File: src/rtl/clk_tick_gen_pkg.sv
// Shared constants and types for the stopwatch clock-enable generator.
package clk_tick_gen_pkg;

  // Counter width used when the generator is built at its default size.
  localparam int unsigned CNT_W_DEFAULT = 26;

  // Common divisors for a 50 MHz system clock.
  localparam int unsigned DEF_DIV_1HZ   = 50_000_000;
  localparam int unsigned DEF_DIV_100HZ = 500_000;

  // Divisor / counter value at the default width.
  typedef logic [CNT_W_DEFAULT-1:0] div_t;

  // Per-cycle operating mode of one channel, in priority order:
  // clear beats run, run beats hold.
  typedef enum logic [1:0] {
    CH_HOLD  = 2'd0,
    CH_RUN   = 2'd1,
    CH_CLEAR = 2'd2
  } ch_mode_e;

  // Decode the shared controls into a channel mode.
  function automatic ch_mode_e decode_mode(input logic clear, input logic en);
    if (clear) begin
      return CH_CLEAR;
    end else if (en) begin
      return CH_RUN;
    end
    return CH_HOLD;
  endfunction

endpackage

File: src/rtl/tick_chan.sv
// One divider channel: a counter running against an active divisor, with a
// shadow divisor that is only adopted at a period boundary (wrap or clear),
// so an in-flight period is never shortened or stretched by a write.
module tick_chan
  import clk_tick_gen_pkg::*;
#(
  parameter int          CNT_W   = 26,
  parameter int unsigned DEF_DIV = DEF_DIV_1HZ
) (
  input  logic             clk,
  input  logic             reset,
  input  logic             en_i,
  input  logic             clear_i,
  input  logic             ld_i,
  input  logic [CNT_W-1:0] ld_val_i,
  output logic             tick_o,
  output logic             sq_o
);

  localparam logic [CNT_W-1:0] RST_DIV = CNT_W'(DEF_DIV);
  localparam logic [CNT_W-1:0] ONE     = CNT_W'(1);
  localparam logic [CNT_W:0]   ONE_X   = (CNT_W+1)'(1);

  logic [CNT_W-1:0] cnt_q,    cnt_d;
  logic [CNT_W-1:0] active_q, active_d;
  logic [CNT_W-1:0] shadow_q, shadow_d;
  logic             tick_q,   tick_d;
  logic             sq_q,     sq_d;

  ch_mode_e         mode;
  logic             wrap;
  logic [CNT_W:0]   hi_len;

  // Next-state logic: clear restarts, run counts/wraps, hold freezes.
  always_comb begin
    mode     = decode_mode(clear_i, en_i);
    wrap     = (cnt_q == (active_q - ONE));
    cnt_d    = cnt_q;
    active_d = active_q;
    tick_d   = 1'b0;
    sq_d     = sq_q;
    hi_len   = '0;

    // Writes land in the shadow regardless of en; they surface at the next
    // boundary.
    shadow_d = ld_i ? ld_val_i : shadow_q;

    case (mode)
      CH_CLEAR: begin
        cnt_d    = '0;
        // A write in the same cycle as clear takes effect immediately.
        active_d = ld_i ? ld_val_i : shadow_q;
        // Count 0 always lies in the high half of the square wave.
        sq_d     = 1'b1;
      end
      CH_RUN: begin
        if (wrap) begin
          cnt_d    = '0;
          tick_d   = 1'b1;
          active_d = shadow_q;
        end else begin
          cnt_d    = cnt_q + ONE;
        end
        // High for the first ceil(active/2) counts; extra bit keeps
        // active+1 from overflowing at the top of the range.
        hi_len = ({1'b0, active_d} + ONE_X) >> 1;
        sq_d   = ({1'b0, cnt_d} < hi_len);
      end
      default: begin
        // Hold: counter, divisor and square wave keep their values.
      end
    endcase
  end

  // Channel state register with asynchronous return to the default divisor.
  always_ff @(posedge clk or posedge reset) begin
    if (reset) begin
      cnt_q    <= '0;
      active_q <= RST_DIV;
      shadow_q <= RST_DIV;
      tick_q   <= 1'b0;
      sq_q     <= 1'b0;
    end else begin
      cnt_q    <= cnt_d;
      active_q <= active_d;
      shadow_q <= shadow_d;
      tick_q   <= tick_d;
      sq_q     <= sq_d;
    end
  end

  assign tick_o = tick_q;
  assign sq_o   = sq_q;

endmodule

File: src/rtl/clk_tick_gen.sv
// Multi-channel clock-enable generator. Each channel produces a one-cycle
// tick per divisor period and a ~50% square wave, both as enables on clk.
// A single write port programs the per-channel divisors; bad writes are
// dropped and flagged with a one-cycle cfg_err pulse.
module clk_tick_gen
  import clk_tick_gen_pkg::*;
#(
  parameter int          CNT_W   = 26,
  parameter int          NUM_CH  = 2,
  parameter int unsigned DEF_DIV = DEF_DIV_1HZ,
  localparam int         SEL_W   = (NUM_CH > 1) ? $clog2(NUM_CH) : 1
) (
  input  logic              clk,
  input  logic              reset,
  input  logic              en_i,
  input  logic              clear_i,
  input  logic              div_we_i,
  input  logic [SEL_W-1:0]  div_sel_i,
  input  logic [CNT_W-1:0]  div_val_i,
  output logic              cfg_err_o,
  output logic [NUM_CH-1:0] tick_o,
  output logic [NUM_CH-1:0] sq_o
);

  logic              sel_ok;
  logic              val_ok;
  logic              accept;
  logic [NUM_CH-1:0] ld;
  logic              cfg_err_q, cfg_err_d;

  // Write decode: a write is taken only for a non-zero divisor aimed at an
  // existing channel; anything else raises cfg_err.
  always_comb begin
    sel_ok    = (int'(div_sel_i) < NUM_CH);
    val_ok    = (div_val_i != '0);
    accept    = div_we_i && sel_ok && val_ok;
    cfg_err_d = div_we_i && !accept;
    ld        = '0;
    for (int i = 0; i < NUM_CH; i++) begin
      ld[i] = accept && (div_sel_i == SEL_W'(i));
    end
  end

  // Registered error pulse, one cycle per rejected write.
  always_ff @(posedge clk or posedge reset) begin
    if (reset) begin
      cfg_err_q <= 1'b0;
    end else begin
      cfg_err_q <= cfg_err_d;
    end
  end

  assign cfg_err_o = cfg_err_q;

  for (genvar g = 0; g < NUM_CH; g++) begin : g_ch
    tick_chan #(
      .CNT_W   (CNT_W),
      .DEF_DIV (DEF_DIV)
    ) u_chan (
      .clk      (clk),
      .reset    (reset),
      .en_i     (en_i),
      .clear_i  (clear_i),
      .ld_i     (ld[g]),
      .ld_val_i (div_val_i),
      .tick_o   (tick_o[g]),
      .sq_o     (sq_o[g])
    );
  end

endmodule

File: config.mk
export PLATFORM = sky130hd
export DESIGN_NAME = clk_tick_gen
export DESIGN_NICKNAME = d
export VERILOG_FILES = /design/src/rtl/clk_tick_gen_pkg.sv /design/src/rtl/tick_chan.sv /design/src/rtl/clk_tick_gen.sv
export SDC_FILE = /design/constraint.sdc
export NUM_CORES = 1
export LEC_CHECK = 0
export BUFFER_PORTS_ARGS = -buffer_cell sky130_fd_sc_hd__buf_2
export CORE_AREA = 4 4 160 162
export DETAILED_ROUTE_END_ITERATION = 10
export DIE_AREA = 0 0 164 166
export PLACE_DENSITY_LB_ADDON = 0.08
export SYNTH_ARGS = -nofsm -noshare
export SYNTH_HDL_FRONTEND = slang
export SYNTH_SLANG_ARGS = --single-unit
File: constraint.sdc
create_clock -name clk -period 6.8 [get_ports clk]
set_input_delay 0.68 -clock clk [delete_from_list [all_inputs] [get_ports clk]]
set_output_delay 0.68 -clock clk [all_outputs]
set_load 0.02 [all_outputs]
* Word level (Yosys, flattened, before mapping)
Index checks and enable logic that the tools add are counted.
W data, S select, Z words.
** Storage, ports and cells
- Bits in registers :: 161
- Input port bits :: 32
- Output and inout bits :: 5
- Logic and storage cells :: 56
** Cells by class
- $add $sub $neg :: 6
- Order comparisons :: 2
- Equality and inequality tests :: 4
- Muxes and demuxes :: 25
- Bitwise logic cells :: 1
- Reduce and logical (&&, ||, !) cells :: 7
** Operators by type and width (count)
- $mux W26 :: 10
- $pmux W26 S2 :: 4
- $add A26 B1 Y27 const B :: 2
- $add A26 B1 Y26 const B :: 2
- $eq A26 B26 Y1 :: 2
- $lt A26 B26 Y1 :: 2
- $sub A26 B1 Y26 const B :: 2
- $reduce_bool A26 Y1 :: 1
- $mux W1 :: 6
- $mux W2 :: 3
- $logic_and A1 B1 Y1 :: 4
- $pmux W1 S2 :: 2
- $eq A2 B1 Y1 const B :: 1
- $eq A2 B2 Y1 const B :: 1
- $reduce_bool A2 Y1 :: 1
- $logic_not A1 Y1 :: 1
- $not A1 Y1 :: 1

* Logic depth before layout (Yosys ltp)
- Word-level depth :: 8
- Gate-level depth with buffers :: 33
- Mapped depth without buffers :: 30

* Hierarchy
From an unflattened synthesis, not the netlist that was laid out.
** Second synthesis, totals
- Cells, all modules :: 1749
- Area total of the unflattened synthesis :: 13944.6 µm²
** By module, submodules not included
- tick_chan (g_ch[0].u_chan) :: instances 1, cells an instance 913, area each 7140.6 µm², seq. area each 2031.9 µm²
- tick_chan (g_ch[1].u_chan) :: instances 1, cells an instance 820, area each 6692.7 µm², seq. area each 2031.9 µm²
- clk_tick_gen :: instances 1, cells an instance 16, area each 111.4 µm², seq. area each 25.0 µm²

* Worst setup path before layout
No wires, ideal clock.
- Path type :: register -> register
- Start point :: register g_ch[0].u_chan.active_q[0]
- End point :: register g_ch[0].u_chan.sq_q
- Library setup time :: 0.082 ns
- Arrival :: 6.220 ns
- Slack :: 0.498 ns
- Cell stages (with the launch flop) :: 33
- Path through :: dfrtp_1 -> inv_1 -> ha_1 -> or4b_4 -> or3_1 -> a41o_1 -> a211oi_1 -> nor3_1 -> nor4_2 -> clkbuf_1 -> buf_2 -> nand2_1 -> o21ai_0 -> ha_1 -> nand2_1 -> nor2_1 -> and3_1 -> and2_1 -> and3_1 -> clkbuf_1 -> nand3_1 -> xnor2_1 -> o21ai_0 -> ha_1 -> a21o_1 -> a21o_1 -> a21o_1 -> a21o_1 -> a21oi_1 -> a2bb2oi_1 -> o2111ai_1 -> a22o_1 -> a31oi_1
** On the way
- Cells in the longest elaborated chain, start to end :: 7
- Elaborated cells on any way between the ends :: 9
- Classes of those cells :: add/sub: 2; order compare: 1; eq/ne: 1; mux: 5
** Ends and longest elaborated chain
- from (decl) :: RTL line tick_chan.sv:25 : logic [CNT_W-1:0] active_q, active_d;
- from (signal assigned) :: RTL line tick_chan.sv:85 : active_q <= active_d;
- $sub A26 B1 Y26 :: RTL line tick_chan.sv:37 : wrap = (cnt_q == (active_q - ONE));
- $eq A26 B26 Y1 :: RTL line tick_chan.sv:37
- $mux W26 :: RTL line tick_chan.sv:57 : if (wrap) begin
- $mux W26 :: RTL line tick_chan.sv:48 : case (mode)
- $add A26 B1 Y27 :: RTL line tick_chan.sv:66 : hi_len = ({1'b0, active_d} + ONE_X) >> 1;
- $lt A26 B26 Y1 (*) :: RTL line tick_chan.sv:67 : sq_d = ({1'b0, cnt_d} < hi_len);
- $pmux W1 S2 (*) :: RTL line tick_chan.sv:48
- to (signal assigned) :: RTL line tick_chan.sv:88 : sq_q <= sq_d;
- to (decl) :: RTL line tick_chan.sv:28 : logic sq_q, sq_d;
Mark *: on every way between the ends. The rest lies on a longest branch, timed or not. The select of a mux whose other input is x is not followed.
A chain may end at the register's enable or synchronous reset.

* Worst setup path in the final report
Ends and elaborated chain as after synthesis.

==> results_dict.tcl <==
set metrics [dict create \
    grt_max_degree 89 \
    diodes 0 \
    rows 57 \
    worstMarginPinSlew_ns 0.971 \
    syn_area_per_cell_um2 8.10 \
    clockRootBuffer "clkbuf_16" \
    nets 1745 \
    synthXorXnorAreaFrac_pct 12.2 \
    pwr-share-seq_pct 42.5 \
    drt_iter0_drc 1205 \
    antenna_found_initial 0 \
    gr-usage-all-layers_pct 29.8 \
    cap_violations 0 \
    port_buffers 36 \
    synth_nets 1788 \
    postLayoutCoreUtil_pct 60.6 \
    slew_violations 0 \
    clk-insertion-delay-late_ns 0.44 \
    intPower_mw 1.94 \
    post-synth-top-area-fraction_pct 20.5 \
    dp_hpwl_um 30100 \
    combPwrFrac_pct 24.0 \
    synthFlopType "dfrtp_1" \
    io_pins 37 \
    p_per_area_mw_per_mm2 208 \
    p_sw_mw 1.10 \
    place.gp.congestion 0.986 \
    synth_cells 1700 \
    swShare_pct 36.2 \
    cp.required_ns 7.16 \
    p_leak_nw 6.13 \
    multiInputGateArea_mm2 0.00897 \
    start_util_pct 57.1 \
    grt_pass1_wl_um 64600 \
    cts_tree "yes" \
    fillers 2287 \
    globalRouteMet2Util_pct 40.3 \
    max_stage_delay_ns 0.52 \
    drive_above_1_share_pct 13.9 \
    ys_types 79 \
    slowest_stage "or4b_4" \
    post-route-period-util_pct 94.2 \
    synth-simple-area-share_pct 26.8 \
    synth.area.mux_share_pct 8.41 \
    setup-violations-final 0 \
    drt_wl_total_um 40200 \
    synth_top_family_by_area "simple AND/OR/NAND/NOR gates" \
    use_met1_pct 47.2 \
    clk_pin_slew_ns 0.08 \
    ff_latch_area_mm2 0.00409 \
    final_cell_mix "213 x nand2_1, 146 x nor2_1, 113 x xnor2_1, 113 x dfrtp_1, 85 x a21oi_1" \
    slew_headroom_pct 35.3 \
    status "finished clean" \
    netlist_top_cells_area "dfrtp_1 21%, dfstp_2 9.2%, xnor2_1 7.2%" \
    ys_warn_count 0 \
    cts.path.max_buffers 2 \
    grt_use_met3_pct 7.42 \
    routed_via_density 6.10 \
    fmax_ghz 0.156 \
    async_flop_share_pct 100 \
    wire_per_inst_um 20.1 \
    pwr-share-clk_pct 33.4 \
    finalClockSkew_ns 0.0161 \
    hold_violations 0 \
    fp.dieArea_mm2 0.0272 \
    vias 12159 \
    cp_max_fo 20 \
    drc 0 \
    h-tree-depth 4 \
    vdd_ir_drop_max_mv 0.156 \
    fin_cells 1994 \
    die-width_um 164 \
    area_delta_synth_final_pct 6.08 \
    crit_top_cell "a21o_1" \
    layout.cells.most_common "nand2_1" \
    first_pass_iters 5 \
    coreArea_mm2 0.0241 \
    ant_nets 0 \
    dp.cells 1959 \
    rsz0062_at_grt "true" \
    cp.arrival_ns 6.76 \
    synth_adder_area_share_pct 5.09 \
    clkSinkCount 161 \
    hp-class "in -> async" \
    synth_largest_area_cell "dfrtp_1" \
    startpoint_type "flip-flop" \
    ys_seq_area_share_pct 29.7 \
    die_y_um 166 \
    cts_inserted_buffers 17 \
    busiest_layer "met1" \
    crit_type "reg -> reg" \
    synth_edf_count 0 \
    ys_ff_latch 161 \
    synth_compound_area_share_pct 12.5 \
    period_minus_slack_ns 6.41 \
    grt_pass1_vias 11331 \
    endpoint_kind "flip-flop" \
    syn_area_mm2 0.0138 \
    gr-total-overflow 0 \
]
==> routing by layer <==
layer	wire length, µm	up-vias
met3	3420	50
met2	16200	434
li1	-	5889
met1	19700	5786
met5	0	-
met4	849	0
==> worst paths after layout <==
| check | from | endpoint | slack (ns) | depth (start not counted) |
|---|---|---|---|---|
| setup / recovery | g_ch[0].u_chan.active_q[0] | g_ch[0].u_chan.sq_o | 0.39 | 29 |
| hold / removal | reset | g_ch[0].u_chan.shadow_q[9] | 0.38 | 2 |
| setup reg to reg | g_ch[0].u_chan.active_q[0] | g_ch[0].u_chan.sq_o | 0.39 | 29 |
| hold reg to reg | g_ch[1].u_chan.sq_o | g_ch[1].u_chan.sq_o | 0.55 | 2 |
| max in group asynchronous | reset | g_ch[1].u_chan.active_q[11] | 4.94 | 3 |
| min in group clk | div_we_i | cfg_err_o | 0.47 | 2 |
==> timing repair <==
action	CTS	global route
buffers inserted	0	3
gates resized for setup	0	6
endpoints found under the setup margin	0	2
hold buffers	0	0
==> power groups by stage <==
| stage | clock [mW] | sequential, mW | combinational (mW) |
|---|---|---|---|
| floorplan | 0 | 1.17 | 0.627 |
| global placement | 0 | 1.30 | 0.706 |
| detailed placement | 0 | 1.30 | 0.714 |
| CTS | 1.03 | 1.28 | 0.719 |
| global route | 1.08 | 1.31 | 0.813 |
| finish | 1.02 | 1.29 | 0.730 |
==> cell type report <==
cell class / instances / area share, %
clock buffer: 18 / 3.01
clock inverter: 14 / 1.10
inverter: 35 / 0.934
multi-input combinational: 1376 / 61.4
sequential: 161 / 28.0
tap: 324 / 2.77
timing repair buffer: 66 / 2.82
==> cell families after synthesis <==
kind of cell / after synthesis
adders and majority gates: 56
xor gates and xnor gates: 192
buffers and inverters: 163
DFF: 161
and+or+nand+nor: 726
AOI/OAI and AO/OA: 293
muxes: 109
==> state kept, by name, indices dropped and copies added, names as in the netlist <==
signal                cells
g_ch.u_chan.active_q     52
g_ch.u_chan.cnt_q        52
g_ch.u_chan.shadow_q     52
g_ch.u_chan.sq_o          2
g_ch.u_chan.tick_o        2
cfg_err_o                 1
==> synth_stat cells (23+ instances only) <==
| cell | n |
|---|---|
| mux2_2 | 54 |
| nand2_1 | 213 |
| ha_1 | 56 |
| dfstp_2 | 48 |
| nand4_1 | 48 |
| dfrtp_1 | 113 |
| nor3_1 | 58 |
| xor2_1 | 79 |
| inv_1 | 35 |
| nor2_1 | 146 |
| o21ai_0 | 63 |
| buf_2 | 30 |
| clkbuf_1 | 79 |
| o21ai_1 | 56 |
| nor2b_1 | 33 |
| and3_1 | 31 |
| nand3_1 | 79 |
| nor4_1 | 23 |
| mux2i_1 | 55 |
| a21oi_1 | 85 |
| xnor2_1 | 113 |
==> critical path, delay by kind of cell (launching register included) <==
family	cells	cell delay, ns
xor+xnor	1	0.12
fa+ha+maj	3	0.76
flops	1	0.46
buf+inv	2	0.38
simple gates	10	2.45
compound gates	13	2.16
==> stage by stage <==
stage	instance area, µm²	setup slack, ns	power, mW	setup TNS (ns)	hold WS [ns]
after floorplan	13800	0.498	1.80	0	0.475
after global placement	14000	0.447	2.00	0	0.554
after detailed placement	14000	0.325	2.01	0	0.545
after CTS	14600	0.276	3.03	0	0.413
after global routing	14600	-0.128	3.20	-0.128	0.430
final	14600	0.393	3.04	0	0.382
(Power assumes the default switching activity.)
